<file path="src/rtl/comperator_pkg.sv">
// Shared definitions for the comparator-stream consumers: FSM state encoding
// and the counter-width helper.
package comperator_pkg;

    typedef enum logic {
        ST_ACCUM = 1'b0,
        ST_HOLD  = 1'b1
    } state_t;

    // Bits needed to hold the value n-1; call with WIN+1 to size a 0..WIN counter.
    function automatic int clog2_f(input int n);
        int r;
        r = 0;
        while ((1 << r) < n) r++;
        return r;
    endfunction

endpackage

</file>
<file path="src/rtl/comperator_window_stats.sv">
// Accumulates WIN comparator samples into gt/eq/lt tallies and a window max,
// then holds the result on a valid/ready output until it is consumed.
module comperator_window_stats
    import comperator_pkg::*;
#(
    parameter int WIDTH = 8,
    parameter int WIN   = 16,
    parameter int CNT_W = clog2_f(WIN + 1)
) (
    input  logic             clk,
    input  logic             rst,
    input  logic             in_valid,
    output logic             in_ready,
    input  logic [WIDTH-1:0] A,
    input  logic [WIDTH-1:0] B,
    input  logic             C,
    input  logic             D,
    output logic             out_valid,
    input  logic             out_ready,
    output logic [CNT_W-1:0] gt_cnt,
    output logic [CNT_W-1:0] eq_cnt,
    output logic [CNT_W-1:0] lt_cnt,
    output logic [WIDTH-1:0] max_val,
    output logic             err
);

    state_t           state;
    logic [CNT_W-1:0] sample_cnt;
    logic [WIDTH-1:0] pick;
    logic             accept;
    logic             last_sample;

    // Handshake flags decode the state bit only, so no input reaches them combinationally.
    assign in_ready    = (state == ST_ACCUM);
    assign out_valid   = (state == ST_HOLD);
    assign accept      = in_valid & in_ready;
    assign pick        = C ? A : B;
    assign last_sample = (sample_cnt == CNT_W'(WIN - 1));

    always_ff @(posedge clk) begin
        if (rst) begin
            state      <= ST_ACCUM;
            sample_cnt <= '0;
            gt_cnt     <= '0;
            eq_cnt     <= '0;
            lt_cnt     <= '0;
            max_val    <= '0;
            err        <= 1'b0;
        end else begin
            case (state)
                ST_ACCUM: begin
                    if (accept) begin
                        // D wins over C; the C&D pair is illegal and flags the window.
                        if (D) begin
                            eq_cnt <= eq_cnt + CNT_W'(1);
                            if (C) err <= 1'b1;
                        end else if (C) begin
                            gt_cnt <= gt_cnt + CNT_W'(1);
                        end else begin
                            lt_cnt <= lt_cnt + CNT_W'(1);
                        end
                        if (pick > max_val) max_val <= pick;
                        sample_cnt <= sample_cnt + CNT_W'(1);
                        if (last_sample) state <= ST_HOLD;
                    end
                end
                ST_HOLD: begin
                    if (out_ready) begin
                        state      <= ST_ACCUM;
                        sample_cnt <= '0;
                        gt_cnt     <= '0;
                        eq_cnt     <= '0;
                        lt_cnt     <= '0;
                        max_val    <= '0;
                        err        <= 1'b0;
                    end
                end
                default: state <= ST_ACCUM;
            endcase
        end
    end

endmodule

</file>
<file path="config.mk">
export PLATFORM = sky130hd
export DESIGN_NAME = comperator_window_stats
export DESIGN_NICKNAME = d
export VERILOG_FILES = /design/src/rtl/comperator_pkg.sv /design/src/rtl/comperator_window_stats.sv
export SDC_FILE = /design/constraint.sdc
export NUM_CORES = 1
export LEC_CHECK = 0
export ABC_AREA = 1
export BUFFER_PORTS_ARGS = -buffer_cell sky130_fd_sc_hd__buf_2
export CAP_MARGIN = 20
export CORE_ASPECT_RATIO = 0.5
export CORE_MARGIN = 3
export CORE_UTILIZATION = 40
export CTS_CLUSTER_SIZE = 24
export DETAILED_ROUTE_END_ITERATION = 10
export PLACE_DENSITY = 0.75
export SLEW_MARGIN = 10
export SYNTH_ARGS = -nofsm -noshare
export SYNTH_HDL_FRONTEND = slang
export SYNTH_SLANG_ARGS = --single-unit
</file>
<file path="constraint.sdc">
create_clock -name clk -period 1.9 [get_ports clk]
set_input_delay 0.38 -clock clk [delete_from_list [all_inputs] [get_ports clk]]
set_output_delay 0.38 -clock clk [all_outputs]
set_load 0.1 [all_outputs]
</file>
==> results.txt <==
First-pass DRT Iterations - 4
sequential area share after synthesis - 36.9%
Slowest-stage cell, CP - ha_1
1st-iter DRT viols - 57
wl on met1 - 1730 um
drt total wl - 3620 um
minimum clock period - 1.67 ns
port bufs - 47
synth top area cells - dfxtp_1, ha_1, nand2_1
clock share of power - 29.6%
max layer used - met4
DR WL met3 - 163 um
Worst Hold Slack - 0.435 ns
Routed WL per cell - 11.0 um
P_int - 0.00103 W
total power per unit cell area - 749 nW/um2
Syn Std Cell Area - 1630 um2
status - finished clean
slew margin rel. - 67.5%
max-cap check violation count - 0
max-slew violations - 0
Comb pwr share - 27.3%
Setup crit end kind - flop
CP Max Fanout - 7
post-CTS setup buffer count - 0
total track usage - 16.1%
Worst Max-Slew Pin Slew - 0.491 ns
startpoint types - input port
Synth top area share - 36.9%
initial antenna violation count - 0
critical path class - in2reg
Worst EP required - 2.10 ns
NetSw - 0.000534 W
TritonCTS Buffers - 5
post-synth top area cell - dfxtp_1
H-tree Lvls - 2
Post-layout nets - 314
first-pass GRT wire length - 6160 um
IR drop worst, VDD - 0.370 mV
GRT overflow - 0
Rows - 15
leakage - 1.00 nW
Post-Syn Area per Cell - 7.40 um2
syn nets - 255
Final Hold Viols - 0
fraction of layout cells with a size suffix above 1 - 30.5%
Core Footprint - 3660 um2
post-route ant nets - 0
Finish-stage setup viols - 0
Initial Util - 44.5%
period utilization - 87.7%
YS warnings - 0
CTS tree - done
area grow syn2layout - 28.7%
Pwr Total - 0.00157 W
clk root buf - clkbuf_8
Syn Inst Count - 220
WP data arrival - 1.87 ns
Critical Path Max Stage Delay - 0.29 ns
total number of vias - 1564
sequential share of power - 43.1%
cell area after layout - 2090 um2
Sink Count - 30
count of distinct cell types in the synthesized netlist - 32
Ports - 48
flops & latches, synth - 30
cell mode on critical path - nand2_1
largest net degree at the start of global routing - 19
unrepaired setup endpoints after global routing - false
RePlAce Congestion - 0.808
Die Wd - 96.2 um
clock buffer depth - 2
Die Y - 51.1 um
DRC errors left - 0
Clk Latency, worst-skew pair - 0.28 ns
n_diodes - 0
clk_skew - 0.00307 ns
critical path cell sequence - buf_2 > inv_1 > nand2_1 > nand2_1 > ha_1 > nand2_1 > nor2_2 > nand2_1 > nand2_2 > buf_4 > nand3_1 > a21oi_1
post_cts resized - 0
vias in the first global route - 1424
Switching Fraction - 34.1%
Hold WC Path Type - in2reg
Vias/cell - 4.74
fmax - 600 MHz
Die Footprint - 4920 um2
metal2 WL - 1680 um
placed inst area - 2020 um2
cts hold-fix bufs - 0
DP Wirelength - 2860 um
Clk pin slew, worst setup/hold paths - 0.06 ns
[power groups by stage]
stage	sequential (W)	combinational, W	clock, W
after global routing	0.000681	0.000467	0.000515
after global placement	0.000691	0.000421	0
after CTS	0.000677	0.000431	0.000481
final	0.000677	0.000428	0.000464
after floorplan	0.000842	0.000162	0
after detailed placement	0.000691	0.000428	0
[layout by cell type, fill, tap and decap left out, types with 2 or more instances in the layout]
cell       n
buf_2     47
nand2_1   42
inv_1     29
a21oi_1   25
nand3_1   21
dfxtp_1   21
nor2_1    15
ha_1      13
dfxtp_2    8
buf_4      7
o21ai_0    6
clkbuf_8   5
nand2_2    4
nand4_1    4
inv_2      3
xor2_1     3
nor2_2     2
nand2_4    2
a211oi_1   2
o21ai_1    2
clkbuf_1   2
buf_12     2
[stage by stage]
| step | std cells | TNS [ns] | util (%) | setup slack [ns] |
|---|---|---|---|---|
| floorplan | 220 | 0 | - | 0.0305 |
| detailed placement | 323 | -0.498 | 55.1 | -0.0728 |
| global placement | 323 | -0.150 | 55.1 | -0.0266 |
| CTS | 330 | 0 | 57.2 | 0.214 |
| finish | 330 | 0 | 57.2 | 0.234 |
| global route | 330 | 0 | 57.2 | 0.0882 |
[logic make-up after synthesis]
group | count (synthesis) | synth area share [%]
buffers and inverters | 36 | 8.45
AO/OA/AOI/OAI | 40 | 13.8
XOR/XNOR | 3 | 1.61
adder cells (fa/ha/maj) | 13 | 9.99
AND/OR/NAND/NOR | 97 | 28.6
flip-flops | 30 | 36.9
multiplexers | 1 | 0.615
[synth_stat cells]
master / count
a21oi_4: 1
nand3_1: 21
nor3b_1: 1
nand3_4: 1
inv_2: 3
o21ai_1: 2
a21o_1: 1
nand2_2: 4
nand2_4: 2
buf_1: 1
or2_1: 1
nor2_1: 16
nand3_2: 1
o22ai_1: 1
nand2_1: 42
a221oi_1: 1
ha_1: 13
dfxtp_1: 30
clkbuf_1: 1
a21oi_1: 25
inv_1: 29
nand3b_1: 1
nand4_1: 4
a211oi_1: 2
xor2_1: 3
nor2_2: 1
nor3_2: 1
o21ai_0: 6
buf_2: 2
a31oi_1: 1
nor3_1: 1
mux2i_1: 1
[registers in the layout, summed over array words and instances, names as in the netlist]
signal and flops:
max_val 8, lt_cnt 5, out_valid 1, err 1, eq_cnt 5, gt_cnt 5
sample_cnt 5
[worst max-delay path: cells and delay by family]
| family | cells | cell delay [ns] |
|---|---|---|
| AOI/OAI and AO/OA | 1 | 0.15 |
| adders and majority gates | 1 | 0.29 |
| buffers and inverters | 3 | 0.41 |
| and+or+nand+nor | 7 | 0.63 |
[cell type report]
| cell class | instances | area [um2] |
|---|---|---|
| clock buffers | 7 | 76.3 |
| well taps | 51 | 63.8 |
| repair buffers | 56 | 328 |
| inverters | 32 | 120 |
| fillers | 342 | 1570 |
| multi-input cells | 154 | 892 |
| flip-flops and latches | 30 | 614 |
[path summary, 6_finish.rpt]
path	from	endpoint	slack [ns]	depth (start not counted)
max	C	max_val[4]	0.23	12
min	in_valid	out_valid	0.43	3
max reg2reg	max_val[5]	max_val[4]	0.38	9
min reg2reg	eq_cnt[4]	eq_cnt[4]	0.46	2
[routing by layer]
layer  vias to the layer above  GRT usage, %
met5                         -             0
met4                         0          7.78
met3                         5          3.53
met2                        32          26.6
met1                       683          19.8
li1                        844             -
(Power assumes the default switching activity.)
